--- src/rtl/phase_frame_loader.sv ---
// phase_frame_loader: parses framed 16-channel phase tables from the host byte
// stream into a shadow bank, then commits the whole table to the phase
// generator on a carrier-period boundary so every channel retargets together.
// Optional build macro PHASE_CKSUM_EN adds a trailing XOR checksum byte per frame.
module phase_frame_loader #(
   parameter int unsigned N_CH    = 16,
   parameter logic [7:0]  HDR     = 8'hAA,
   parameter int unsigned TIMEOUT = 100000
) (
   input  logic              clk,
   input  logic              rst,
   input  logic [7:0]        in_data,
   input  logic              in_valid,
   output logic              in_ready,
   input  logic              period_tick,
   output logic [8*N_CH-1:0] phase_out,
   output logic              phase_upd,
   output logic              frame_err,
   output logic              busy
);

   localparam int unsigned IdxW = (N_CH > 1) ? $clog2(N_CH) : 1;
   localparam int unsigned CntW = $clog2(TIMEOUT + 1);

   localparam logic [1:0] StIdle    = 2'd0;
   localparam logic [1:0] StPayload = 2'd1;
`ifdef PHASE_CKSUM_EN
   localparam logic [1:0] StCksum   = 2'd2;
`endif
   localparam logic [1:0] StPend    = 2'd3;

   logic [1:0]             state_q, state_d;
   logic [IdxW-1:0]        idx_q, idx_d;
   logic [CntW-1:0]        cnt_q, cnt_d;
   logic [N_CH-1:0][7:0]   shadow_q, shadow_d;
   logic [8*N_CH-1:0]      phase_q, phase_d;
   logic                   upd_q, upd_d;
   logic                   err_q, err_d;
   logic                   ready_q, ready_d;
   logic                   busy_q, busy_d;
`ifdef PHASE_CKSUM_EN
   logic [7:0]             xor_q, xor_d;
`endif

   logic                   accept;
   logic [CntW-1:0]        cnt_inc;
   logic                   timeout_hit;

   assign accept      = in_valid && ready_q;
   assign cnt_inc     = cnt_q + 1'b1;
   // Fires in the same cycle the silence counter would reach TIMEOUT-1.
   assign timeout_hit = (cnt_inc == CntW'(TIMEOUT - 1));

   // Frame parser next-state: byte capture, timeout and commit decisions.
   always_comb begin
      state_d  = state_q;
      idx_d    = idx_q;
      cnt_d    = cnt_q;
      shadow_d = shadow_q;
      phase_d  = phase_q;
      upd_d    = 1'b0;
      err_d    = 1'b0;
`ifdef PHASE_CKSUM_EN
      xor_d    = xor_q;
`endif
      case (state_q)
         StIdle: begin
            cnt_d = '0;
            if (accept && (in_data == HDR)) begin
               idx_d   = '0;
`ifdef PHASE_CKSUM_EN
               xor_d   = 8'h00;
`endif
               state_d = StPayload;
            end
         end
         StPayload: begin
            if (accept) begin
               // HDR-valued bytes here are payload, never a resync.
               shadow_d[idx_q] = in_data;
`ifdef PHASE_CKSUM_EN
               xor_d           = xor_q ^ in_data;
`endif
               cnt_d           = '0;
               idx_d           = idx_q + 1'b1;
               if (idx_q == IdxW'(N_CH - 1)) begin
`ifdef PHASE_CKSUM_EN
                  state_d = StCksum;
`else
                  state_d = StPend;
`endif
               end
            end else if (timeout_hit) begin
               err_d   = 1'b1;
               cnt_d   = '0;
               state_d = StIdle;
            end else begin
               cnt_d = cnt_inc;
            end
         end
`ifdef PHASE_CKSUM_EN
         StCksum: begin
            if (accept) begin
               cnt_d = '0;
               if (in_data == xor_q) begin
                  state_d = StPend;
               end else begin
                  err_d   = 1'b1;
                  state_d = StIdle;
               end
            end else if (timeout_hit) begin
               err_d   = 1'b1;
               cnt_d   = '0;
               state_d = StIdle;
            end else begin
               cnt_d = cnt_inc;
            end
         end
`endif
         StPend: begin
            cnt_d = '0;
            if (period_tick) begin
               phase_d = shadow_q;
               upd_d   = 1'b1;
               state_d = StIdle;
            end
         end
         default: begin
            cnt_d   = '0;
            state_d = StIdle;
         end
      endcase
      // Handshake and status are registered from the next state.
      ready_d = (state_d != StPend);
      busy_d  = (state_d != StIdle);
   end

   // State and output registers with synchronous reset.
   always_ff @(posedge clk) begin
      if (rst) begin
         state_q  <= StIdle;
         idx_q    <= '0;
         cnt_q    <= '0;
         shadow_q <= '0;
         phase_q  <= '0;
         upd_q    <= 1'b0;
         err_q    <= 1'b0;
         ready_q  <= 1'b1;
         busy_q   <= 1'b0;
`ifdef PHASE_CKSUM_EN
         xor_q    <= 8'h00;
`endif
      end else begin
         state_q  <= state_d;
         idx_q    <= idx_d;
         cnt_q    <= cnt_d;
         shadow_q <= shadow_d;
         phase_q  <= phase_d;
         upd_q    <= upd_d;
         err_q    <= err_d;
         ready_q  <= ready_d;
         busy_q   <= busy_d;
`ifdef PHASE_CKSUM_EN
         xor_q    <= xor_d;
`endif
      end
   end

   assign in_ready  = ready_q;
   assign phase_out = phase_q;
   assign phase_upd = upd_q;
   assign frame_err = err_q;
   assign busy      = busy_q;

endmodule

--- config.mk ---
export PLATFORM = sky130hd
export DESIGN_NAME = phase_frame_loader
export DESIGN_NICKNAME = d
export VERILOG_FILES = /design/src/rtl/phase_frame_loader.sv
export SDC_FILE = /design/constraint.sdc
export NUM_CORES = 1
export LEC_CHECK = 0
export BUFFER_PORTS_ARGS = -buffer_cell sky130_fd_sc_hd__buf_2
export CAP_MARGIN = 20
export CORE_ASPECT_RATIO = 0.75
export CORE_MARGIN = 2
export CORE_UTILIZATION = 45
export CTS_BUF_LIST = sky130_fd_sc_hd__clkbuf_2
export CTS_CLUSTER_DIAMETER = 30
export CTS_CLUSTER_SIZE = 25
export DETAILED_ROUTE_END_ITERATION = 12
export GPL_TIMING_DRIVEN = 0
export PLACE_DENSITY = 0.77
export SLEW_MARGIN = 0
export SYNTH_ARGS = -nofsm -noshare
export SYNTH_HDL_FRONTEND = slang
export SYNTH_SLANG_ARGS = --single-unit
--- constraint.sdc ---
create_clock -name clk -period 2.2 [get_ports clk]
set_input_delay 0.33 -clock clk [delete_from_list [all_inputs] [get_ports clk]]
set_output_delay 0.33 -clock clk [all_outputs]
set_load 0.05 [all_outputs]
Yosys cells after proc, flatten, opt, wreduce, memory -nomap -nowiden. Cells that the tools add are included.

Output and inout bits: 132. Bits of input ports: 12. Register bits: 283.

Reduce and logical (&&, ||, !) cells: 12. Mux-type cells: 14. Add/subtract/negate cells: 2. Eq/ne operators: 8. Bitwise gates (word level): 2. Order comparisons: 2.

Operators by type and width (count): $bwmux W128 (1); $demux W8 S4 (1); $add A17 B1 Y17 const B (1); $eq A17 B17 Y1 const B (1); $mux W2 (5); $eq A8 B8 Y1 const B (1); $mux W4 (2); $mux W8 (1); $pmux W4 S2 (1); $ne A2 B2 Y1 const B (3); $pmux W2 S3 (1); $lt A4 B5 Y1 const B (1); $add A4 B1 Y4 const B (1); $eq A4 B4 Y1 const B (1); $ge A4 B1 Y1 const B (1); $reduce_and A2 Y1 (2); $reduce_bool A2 Y1 (2); $reduce_or A4 Y1 (1); $logic_and A1 B1 Y1 (3); $reduce_and A3 Y1 (1); $reduce_or A3 Y1 (1); $eq A2 B1 Y1 const B (1); $eq A2 B2 Y1 const B (1); $logic_not A2 Y1 (1); 3 further kinds (5).

Logic depth before layout (Yosys ltp). Gate-level depths: netlist of run 1.

Depth in word-level cells: 6. Mapped depth: 8.

Least setup slack after synthesis of run 1. OpenSTA, ideal clock, no wires.

Path type: flip-flop to flip-flop. From: reg cnt_q[0]. To: reg busy_q (netlist: busy). Path buffers: 1. Required time: 2.075 ns. Period minus slack after synthesis: 1.985 ns. Stages on the path, launching flop included: 8. Path slack: 0.215 ns. Data arrival time: 1.860 ns. Library setup time: 0.125 ns. Path through: dfxtp_1 -> ha_1 -> nand2_1 -> nor4_4 -> or3_2 -> a2111oi_4 -> buf_6 -> a31oi_1.

Longest elaborated chain between the ends: 6.

RTL lines: start, declared (RTL line 34) `logic [CntW-1:0] cnt_q, cnt_d;`; start signal, assigned (RTL line 156) `cnt_q <= cnt_d;`; $add A17 B1 Y17 (RTL line 50) `assign cnt_inc = cnt_q + 1'b1;`; $eq A17 B17 Y1 (RTL line 52) `assign timeout_hit = (cnt_inc == CntW'(TIMEOUT - 1));`; $mux W2 (RTL line 93) `end else if (timeout_hit) begin`; $mux W2 (RTL line 78) `if (accept) begin`; $pmux W2 S3 (RTL line 66) `case (state_q)`; $reduce_bool A2 Y1 (RTL line 135) `busy_d = (state_d != StIdle);`; end signal, assigned (RTL line 162) `busy_q <= busy_d;`; end, declared (RTL line 40) `logic busy_q, busy_d;`.

Every way passes these cells. A chain may end at the register's enable or synchronous reset.

Worst setup path after layout of run 1.
From: reg cnt_q[0]. To: reg cnt_q[4].

Longest elaborated chain between the ends: 3.

RTL lines (RTL line): $add A17 B1 Y17 * (50); $eq A17 B17 Y1 (52); $reduce_or A4 Y1 (no line).

Every way passes the cells marked *; elsewhere a longest branch is shown, timed or not.

==> impl_results.md, run 1 <==
* Status: completed
* Distinct cells, synth at 45
* Fin util at 53.3%
* Endpoint, Worst Hold: cnt_q[7]
* Worst-path clk slew at 0.15 ns
* Setup violations, final at 0
* Port Buf Inserts at 135
* Worst skew pair latency at 0.89 ns
* Max Clock Freq at 0.472 GHz
* Synth top area share at 53.7%
* Max Transition Viols Final at 0
* First-pass GRT wire length at 44,500 um
* FF-to-FF Start: cnt_q[0]
* Longest Clk Path Bufs at 3
* Mapped Cells at 1,280
* Die Area at 24,700 um^2
* Routability cong. at 0.851
* Final net count at 1,489
* GRT Total Usage at 22.3%
* Synth Area per Inst at 8.24 um^2
* Hpwl dp at 19,700 um
* Synth Area in Adders at 0.712%
* Initial DRT Pass Iterations at 6
* Synthesized flop and latch total at 283
* Worst-path fanout max at 5
* Final hold vios at 0
* Worst rel slew slack at 44.2%
* Post-Place Cells at 1,715
* Power per cell area at 693 nW/um^2
* # rows at 48
* Register area share after synthesis at 53.7%
* Crit path kind: reg2reg
* Worst hold path type: in2reg
* Clock root buffer: clkbuf_2
* Hold_ws at 0.158 ns
* Vias in the first global route at 8,823
* Leakage power at 4.73 nW
* Post-DRT Antenna Nets at 0
* Startpoint Class: flip-flop
* Synth area leader: dfxtp_1
* Worst r2r path cells at 7
* Fin crit share at 96.3%
* H-tree lvl count at 2
* RSZ-0062 raised after global routing: false
* Die Span Y at 137 um
* Skew final at 0.141 ns
* Syn_nets at 1,298
* Starting Density at 45.8%
* Routed via count at 9,423
* Complex-gate fraction of the synthesized area at 12.8%
* Io pins at 144
* Largest family of logic cells by synthesized area: simple AND/OR/NAND/NOR gates
* Yosys warns at 0
* Critical path origin: cnt_q[0]
* Worst EP arrival at 2.76 ns
* Peak supply drop at 0.417 mV
* Post-DR vias/cell at 5.22
* Worst flop-to-flop path endpoint: cnt_q[4]
* Overall Power at 8.49 mW
* Initial DRC Count at 673
* Most area-consuming cells after synthesis: dfxtp_1 54%, nand2_1 13%, a21oi_1 11%
* CORE AREA at 23,000 um^2
* Simple-gate share of the synthesized area at 23.6%
* Min-Delay Path Depth at 4
* Max-Cap Viols at 0
* Final worst path period need at 2.12 ns
* Largest net degree at the start of global routing at 15
* Share of layout cells above drive strength 1 at 16.7%
* Non-filler instance count after layout at 1,805
* CTS Buf Count at 40
* Synth Area in XOR/XNOR at 1.49%
* Clock sinks at 283
* Worst EP required at 2.85 ns
* Reg2reg setup slack at 0.08 ns
* Die X at 181 um
* Worst setup EP type: flip-flop
* Synth Cell Area at 10,500 um^2
* Slew @ Worst Pin at 0.836 ns
* CTS tree: built
* Synth-to-layout area growth at 16.2%
* Residual DRC count at 0
* Post-Route WL at 28,300 um
* GRT overflow at 0
* Hold wc startpoint: rst
* Initial antenna violation count at 2
* Post-synthesis mux area share at 3.13%
* Routed len/inst at 15.7 um
[cells in the mapped netlist (all sizes together)]
cell / count
nand2: 375
dfxtp: 283
a21oi: 230
nand3: 111
clkbuf: 88
nor2: 48
mux2i: 33
buf: 20
and3: 11
xor2: 11
a211oi: 8
xnor2: 7
ha: 6
inv: 6
nor3: 5
o21ai: 5
nand4: 4
nor2b: 4
a31oi: 3
and2: 3
nor4: 3
or3: 3
nand2b: 2
o211ai: 2
a2111oi: 1
a21o: 1
a221o: 1
a311o: 1
and4: 1
and4b: 1
nor3b: 1
nor4b: 1
nor4bb: 1
[layer usage]
metal | vias up | track usage, % | part of all wire (%)
met5 | - | 0 | 0
met4 | 0 | 6.85 | 2.5
met3 | 63 | 5.30 | 8.2
met2 | 332 | 34.1 | 42
met1 | 4378 | 31.3 | 47
li1 | 4650 | - | -
[timing repair]
action / 4_1_cts / 5_1_grt
pin swaps: 2 / 2
cloned: 0 / 1
setup buffers: 2 / 2
hold endpoints to repair: 50 / 0
endpoints found under the setup margin: 1 / 55
hold buffers: 10 / 0
resized for setup: 2 / 13
[per-stage QoR]
stage	setup slack, ns	setup TNS (ns)	instance area [um^2]
after floorplan	0.215	0	10500
after global placement	-0.0149	-0.0149	11600
after detailed placement	-0.0126	-0.0126	11600
after CTS	0.0521	0	12200
after global routing	0.00731	0	12300
final	0.0805	0	12300
[kinds of logic (layout without fill, tap and decap cells)]
kind of cell               after synthesis  in the layout
and+or+nand+nor                        574            574
DFF                                    283            283
AOI/OAI and AO/OA                      252            252
buffers and inverters                  114            337
muxes                                   33             33
xor gates and xnor gates                18             18
adders and majority gates                6              6
other                                    0              2
[report_power, final]
part / switching (mW) / leakage [nW] / total [mW] / internal (mW)
logic: 0.166 / 2.15 / 0.207 / 0.0416
clock network: 2.09 / 0.301 / 3.15 / 1.05
registers: 0.000177 / 2.28 / 5.13 / 5.13
[sequential cells by signal (all words and copies together), names as in the netlist]
signal,cells
shadow_q,128
state_q,2
busy,1
cnt_q,17
phase_out,128
phase_upd,1
frame_err,1
in_ready,1
idx_q,4
[layout make-up]
type                            count  area, um^2
Inverter                            6        22.5
Multi-Input combinational cell    883        4420
Buffer                            107         453
Sequential cell                   283        5670
Tap cell                          300         375
Clock buffer                       45         225
Antenna cell                        2        5.00
Clock inverter                     29         278
Timing Repair Buffer              150         811
Fill cell                        2253       10700
[critical path, stage by stage (launching register included)]
cell and delay (ns):
dfxtp_2 0.37, ha_1 0.24, nand2_2 0.12, nor4_4 0.06, or3_2 0.44, a2111oi_4 0.44, buf_2 0.25, a211oi_2 0.09
[how the worst max path moves through the flow]
stage	end	slack, ns
floorplan	busy	0.22
global placement	busy	-0.01
detailed placement	busy	-0.01
CTS	busy	0.05
global route	state_q[0]	0.007
finish	cnt_q[4]	0.08
[cells in the final DEF (no fill, tap or decap), drive strengths merged, types with 3 or more instances in the layout]
cell type and n:
dfxtp 283, inv 14, nor2b 4, buf 160
nand4 4, nor2 48, or3 3, clkinv 11
ha 6, xor2 11, and2 3, o21ai 5
nand2 375, mux2i 33, a31oi 3, a21oi 230
and3 11, clkbuf 132, dlygate4sd3 10, clkinvlp 7
nand3 111, nor3 5, a211oi 8, bufinv 3
nor4 3, xnor2 7
No activity file was read; power rests on OpenSTA's default activity.
==> run 2, diff against run 1 <==
==> constraint.sdc (replaced) <==
create_clock -name clk -period 2.2 [get_ports clk]
set_input_delay 0.11 -clock clk [delete_from_list [all_inputs] [get_ports clk]]
set_output_delay 0.11 -clock clk [all_outputs]
set_load 0.05 [all_outputs]
==> run 2 against run 1 <==
Effect of this change: clock skew is 0.0049 ns higher; die area unchanged; combinational power about the same; non-clock buffer count up 1; cell count hardly changed; final area is essentially flat; wire length grew 0.24%; critical path depth unchanged; clock power about the same; largest cell class unchanged.
==> impl_results.md, run 2 (same netlist as run 1, synthesis figures left out) <==
* Skew final at 0.146 ns (was 0.141 ns)
* Power per cell area at 693 nW/um^2 (about the same)
* Share of layout cells above drive strength 1 at 16.7% (about the same)
* Fillcell total at 2,255 (was 2,253)
* Final net count at 1,490 (was 1,489)
* Max Clock Freq at 0.473 GHz (was 0.472 GHz)
* Post-route cell area at 12,300 um^2 (about the same)
* Gr busiest metal: met2 (unchanged)
* Initial DRC Count at 730 (was 673)
* Routability cong. at 0.851 (unchanged)
* Fin util at 53.3% (about the same)
* Port Buf Inserts at 135 (unchanged)
* Most frequent cells in the layout: 373 x nand2_1, 281 x dfxtp_1, 230 x a21oi_1 (unchanged)
* Worst-path clk slew at 0.24 ns (was 0.15 ns)
* Worst flop-to-flop path endpoint: cnt_q[4] (unchanged)
* Register area at 5670 um^2 (unchanged)
* Io pins at 144 (unchanged)
* Max Transition Viols Final at 0 (unchanged)
* Final worst path period need at 2.12 ns (about the same)
* Setup violations, final at 0 (unchanged)
* GRT overflow at 0 (unchanged)
* Worst path buffer plus inverter count at 1 (unchanged)
* Met1 usage at 31.4% (was 31.3%)
* Initial antenna violation count at 2 (unchanged)
* Worst EP required at 2.86 ns (was 2.85 ns)
* CTS tree: built (unchanged)
* Reg2reg setup slack at 0.08 ns (about the same)
* Worst hold path type: in2reg (unchanged)
* Min-Delay Path Depth at 4 (unchanged)
* GRT Total Usage at 22.3% (about the same)
* Post-DR vias/cell at 5.25 (was 5.22)
* Hold_ws at 0.170 ns (was 0.158 ns)
* Hpwl dp at 19,700 um (unchanged)
* Slew @ Worst Pin at 0.828 ns (was 0.836 ns)
* Max-Cap Viols at 0 (unchanged)
* Initial DRT Pass Iterations at 6 (unchanged)
* Worst-path fanout max at 5 (unchanged)
* GRT met2 Usage at 34.2% (was 34.1%)
* Hold wc startpoint: in_data[6] (was rst)
* Overall Power at 8.49 mW (about the same)
* RSZ-0062 raised after global routing: false (unchanged)
* Peak supply drop at 0.416 mV (was 0.417 mV)
* Worst skew pair latency at 0.90 ns (was 0.89 ns)
* Die X at 181 um (unchanged)
* Delay-heaviest family, CP: simple AND/OR/NAND/NOR gates (unchanged)
* Post-Route WL at 28,400 um (was 28,300 um)
* Synth-to-layout area growth at 16.3% (was 16.2%)
* CTS Buf Count at 40 (unchanged)
* Cells along the critical path: ha_1 > nand2_2 > nor4_4 > or3_2 > a2111oi_4 > buf_2 > a211oi_2 (unchanged)
* Vias in the first global route at 8,830 (was 8,823)
* Most common cell after layout, fill and taps aside: nand2_1 (unchanged)
* FF-to-FF Start: cnt_q[0] (unchanged)
* Footprint of the multi-input gates at 4420 um^2 (unchanged)
* Leakage power at 4.73 nW (about the same)
* Die Area at 24,700 um^2 (unchanged)
* Routed len/inst at 15.7 um (about the same)
* Routed via count at 9,474 (was 9,423)
* Largest stage delay on the critical path at 0.44 ns (about the same)
* Longest Clk Path Bufs at 3 (unchanged)
* GR Util met3 at 5.16% (was 5.30%)
* Worst rel slew slack at 44.8% (was 44.2%)
* Fin crit share at 96.2% (was 96.3%)
* Clock sinks at 283 (unchanged)
* Starting Density at 45.8% (unchanged)
* Post-DRT Antenna Nets at 0 (unchanged)
* Endpoint, Worst Hold: shadow_q[14] (was cnt_q[7])
* # rows at 48 (unchanged)
* Residual DRC count at 0 (unchanged)
* Worst r2r path cells at 7 (unchanged)
* Crit path kind: reg2reg (unchanged)
* Clock root buffer: clkbuf_2 (unchanged)
* Area after DPL at 11,600 um^2 (unchanged)
* Worst EP arrival at 2.78 ns (was 2.76 ns)
* Largest net degree at the start of global routing at 15 (unchanged)
* Final hold vios at 0 (unchanged)
* H-tree lvl count at 2 (unchanged)
* Die Span Y at 137 um (unchanged)
* CORE AREA at 23,000 um^2 (unchanged)
* Worst setup EP type: flip-flop (unchanged)
* Startpoint Class: flip-flop (unchanged)
* First-pass GRT wire length at 44,600 um (was 44,500 um)
* CP max stage cell: or3_2 (unchanged)
* Status: completed (unchanged)
## run 2: cell types whose count changed in the layout (fill, tap and decap cells not counted)
cell           previous run  this run
dlygate4sd3_1            10        11
## run 2: power by group
group	total, mW	internal (mW)	switching (mW)
Clock	3.15	1.05	2.10
Combinational	0.209	0.0428	0.166
Sequential	5.13	5.13	0.000176
Total	8.49	6.23	2.26
## run 2: worst register-to-register path: cells and delay by family, from the launching register on
family,cells,cell delay [ns]
AOI/OAI and AO/OA,2,0.53
adders and majority gates,1,0.24
buffers and inverters,1,0.25
DFF,1,0.37
and+or+nand+nor,3,0.62
## run 2: how the worst max path moves through the flow
stage	slack [ns]	cells after the start	start	to
after floorplan	0.22	7	cnt_q[0]	busy
after global placement	-0.01	7	cnt_q[0]	busy
after detailed placement	-0.01	7	cnt_q[0]	busy
after CTS	0.05	7	cnt_q[0]	busy
after global routing	0.007	7	cnt_q[0]	state_q[0]
final	0.08	7	cnt_q[0]	cnt_q[4]
## run 2: layer usage
layer | vias up | wire length [um]
met1 | 4416 | 13500
li1 | 4645 | -
met5 | - | 0
met2 | 348 | 11900
met3 | 65 | 2270
met4 | 0 | 734
## run 2: repair_timing
action                                 4_1_cts  5_1_grt
setup endpoints to repair                    1       55
hold buffers                                11        0
pin swaps                                    2        2
buffers inserted                             2        2
endpoints found under the hold margin       73        0
resized for setup                            2       13
gates cloned                                 0        1
## run 2: area by class of cell
type	instances	area share, %
diodes	2	0.0408
flip-flops and latches	283	46.2
repair buffers	151	6.69
multi-input cells	883	36.0
plain buffers	107	3.69
inverters	6	0.184
clock buffers	45	1.84
clock inverters	29	2.26
well taps	300	3.06
## run 2: per-stage QoR
step / std cells / TNS [ns] / setup slack, ns
floorplan: 1280 / 0 / 0.215
global placement: 1715 / -0.0149 / -0.0149
detailed placement: 1715 / -0.0126 / -0.0126
CTS: 1802 / 0 / 0.0521
global route: 1806 / 0 / 0.00731
finish: 1806 / 0 / 0.0844
==> run 3, diff against run 2 <==
--- a/config.mk
+++ b/config.mk
@@ -15,7 +15,6 @@
 export CTS_CLUSTER_SIZE = 25
 export DETAILED_ROUTE_END_ITERATION = 12
 export GPL_TIMING_DRIVEN = 0
-export PLACE_DENSITY = 0.77
 export SLEW_MARGIN = 0
 export SYNTH_ARGS = -nofsm -noshare
 export SYNTH_HDL_FRONTEND = slang
==> constraint.sdc (replaced) <==
create_clock -name clk -period 2 [get_ports clk]
set_input_delay 0.1 -clock clk [delete_from_list [all_inputs] [get_ports clk]]
set_output_delay 0.1 -clock clk [all_outputs]
set_load 0.05 [all_outputs]
==> run 3 against run 2 <==
Effect of this change: the run now ends with setup timing left; worst setup slack lost 0.098 ns; total power grew 19%; wire length grew 1.4%; critical path depth shrank 1; critical path type unchanged.
==> impl_results.md, run 3 (same netlist as run 1, synthesis figures left out) <==
* # rows at 48 (unchanged)
* Startpoint Class: flip-flop (unchanged)
* GRT overflow at 0 (unchanged)
* Status: finished with violations (was completed)
* GR Util met3 at 4.98% (was 5.16%)
* Final worst path period need at 2.01 ns (was 2.12 ns)
* Worst-path clk slew at 0.18 ns (was 0.24 ns)
* Gr busiest metal: met1 (was met2)
* Post-Route WL at 28,800 um (was 28,400 um)
* Post-route cell area at 12,500 um^2 (was 12,300 um^2)
* Min-Delay Path Depth at 4 (unchanged)
* CTS Buf Count at 45 (was 40)
* Initial DRC Count at 530 (was 730)
* Endpoint, Worst Hold: shadow_q[14] (unchanged)
* FF-to-FF Start: cnt_q[6] (was cnt_q[0])
* Fin crit share at 101% (was 96.2%)
* Die Area at 24,700 um^2 (unchanged)
* CORE AREA at 23,000 um^2 (unchanged)
* Synth-to-layout area growth at 18.9% (was 16.3%)
* Most frequent cells in the layout: 373 x nand2_1, 276 x dfxtp_1, 228 x a21oi_1 (was 373 x nand2_1, 281 x dfxtp_1, 230 x a21oi_1)
* Worst EP required at 2.72 ns (was 2.86 ns)
* Non-filler instance count after layout at 1,816 (was 1,806)
* Starting Density at 45.8% (unchanged)
* Vias in the first global route at 8,583 (was 8,830)
* Met1 usage at 34.4% (was 31.4%)
* Post-DRT Antenna Nets at 0 (unchanged)
* Hold wc startpoint: in_data[6] (unchanged)
* Fin util at 54.5% (was 53.3%)
* Violated checks: setup timing
* CTS tree: built (unchanged)
* Worst r2r path cells at 6 (was 7)
* Reg2reg setup slack at -0.01 ns (was 0.08 ns)
* Post-DR vias/cell at 5.07 (was 5.25)
* Worst-path fanout max at 8 (was 5)
* Port Buf Inserts at 135 (unchanged)
* H-tree lvl count at 2 (unchanged)
* Max-Cap Viols at 0 (unchanged)
* Max Transition Viols Final at 0 (unchanged)
* Io pins at 144 (unchanged)
* Routed len/inst at 15.9 um (was 15.7 um)
* Residual DRC count at 0 (unchanged)
* Slew @ Worst Pin at 0.830 ns (was 0.828 ns)
* Initial antenna violation count at 1 (was 2)
* Worst flop-to-flop path endpoint: busy (was cnt_q[4])
* Most common cell after layout, fill and taps aside: nand2_1 (unchanged)
* Clock sinks at 283 (unchanged)
* Worst skew pair latency at 0.85 ns (was 0.90 ns)
* Routability cong. at 0.810 (was 0.851)
* Share of layout cells above drive strength 1 at 19.1% (was 16.7%)
* Leakage power at 4.92 nW (was 4.73 nW)
* Crit path kind: reg2reg (unchanged)
* Pre-CTS setup slack at -0.221 ns (was -0.0126 ns)
* Setup violations, final at 3 (was 0)
* Power per cell area at 805 nW/um^2 (was 693 nW/um^2)
* Clock root buffer: clkbuf_2 (unchanged)
* Longest Clk Path Bufs at 3 (unchanged)
* Skew final at 0.0738 ns (was 0.146 ns)
* First-pass GRT wire length at 45,800 um (was 44,600 um)
* Worst EP arrival at 2.74 ns (was 2.78 ns)
* GRT Total Usage at 23.0% (was 22.3%)
* Final net count at 1,498 (was 1,490)
* Die Span Y at 137 um (unchanged)
* RSZ-0062 raised after global routing: true (was false)
* Setup ws final at -0.0138 ns (was 0.0844 ns)
* Die X at 181 um (unchanged)
* GRT met2 Usage at 33.4% (was 34.2%)
* Worst rel slew slack at 44.7% (was 44.8%)
* Routed via count at 9,211 (was 9,474)
* Area after DPL at 11,600 um^2 (unchanged)
* Worst hold path type: in2reg (unchanged)
* Peak supply drop at 0.657 mV (was 0.416 mV)
* Post-Place Cells at 1,715 (unchanged)
* Setup total negative slack at -0.0247 ns (was 0 ns)
* Hpwl dp at 19,600 um (was 19,700 um)
* Largest net degree at the start of global routing at 14 (was 15)
* Max Clock Freq at 0.497 GHz (was 0.473 GHz)
* Worst setup EP type: flip-flop (unchanged)
* Final hold vios at 0 (unchanged)
* Initial DRT Pass Iterations at 7 (was 6)
==> run 3: layout make-up <==
type	instances	area (um^2)
multi-input cells	883	4470
inverters	6	22.5
well taps	300	375
plain buffers	107	490
flip-flops and latches	283	5680
diodes	1	2.50
clock inverters	30	398
fillers	2356	10500
clock buffers	52	260
repair buffers	154	846
==> run 3: critical path: stages (launching register included) <==
cell	delay [ns]
dfxtp_1	0.44
nand4_4	0.22
nor4_4	0.40
nand3_2	0.13
a2111oi_4	0.42
buf_6	0.20
a31oi_2	0.12
==> run 3: worst max-delay path by stage <==
stage / from / endpoint / slack [ns] / cells past startpoint
2_1_floorplan: cnt_q[0] / busy / 0.02 / 7
3_3_place_gp: cnt_q[0] / busy / -0.24 / 7
3_5_place_dp: cnt_q[0] / busy / -0.22 / 7
4_1_cts: cnt_q[1] / busy / -0.01 / 7
5_1_grt: cnt_q[3] / busy / -0.14 / 7
6_report: cnt_q[6] / busy / -0.01 / 6
==> run 3: routing by layer <==
layer | routed length (um) | vias to the layer above
met3 | 1960 | 39
met4 | 383 | 0
li1 | - | 4676
met1 | 14500 | 4249
met2 | 11900 | 247
met5 | 0 | -
==> run 3: per-stage QoR <==
| stage | total power [mW] | hold slack [ns] |
|---|---|---|
| 6_report | 10.1 | 0.174 |
| 5_1_grt | 10.5 | 0.152 |
| 4_1_cts | 10.2 | 0.128 |
| 3_5_place_dp | 5.98 | 0.444 |
| 3_3_place_gp | 5.98 | 0.441 |
| 2_1_floorplan | 5.88 | 0.319 |
==> run 3: where the power goes <==
part	internal, mW	total [mW]	switching (mW)
combinational	0.0470	0.234	0.187
sequential	5.64	5.64	0.000173
clock	1.98	4.22	2.24
==> run 3: what timing repair did <==
action / 4_1_cts / 5_1_grt
cloned: 1 / 0
gates resized for setup: 25 / 30
hold buffers: 11 / 0
setup endpoints to repair: 228 / 94
buffers inserted: 3 / 4
hold endpoints to repair: 88 / 0
pin swaps: 2 / 14
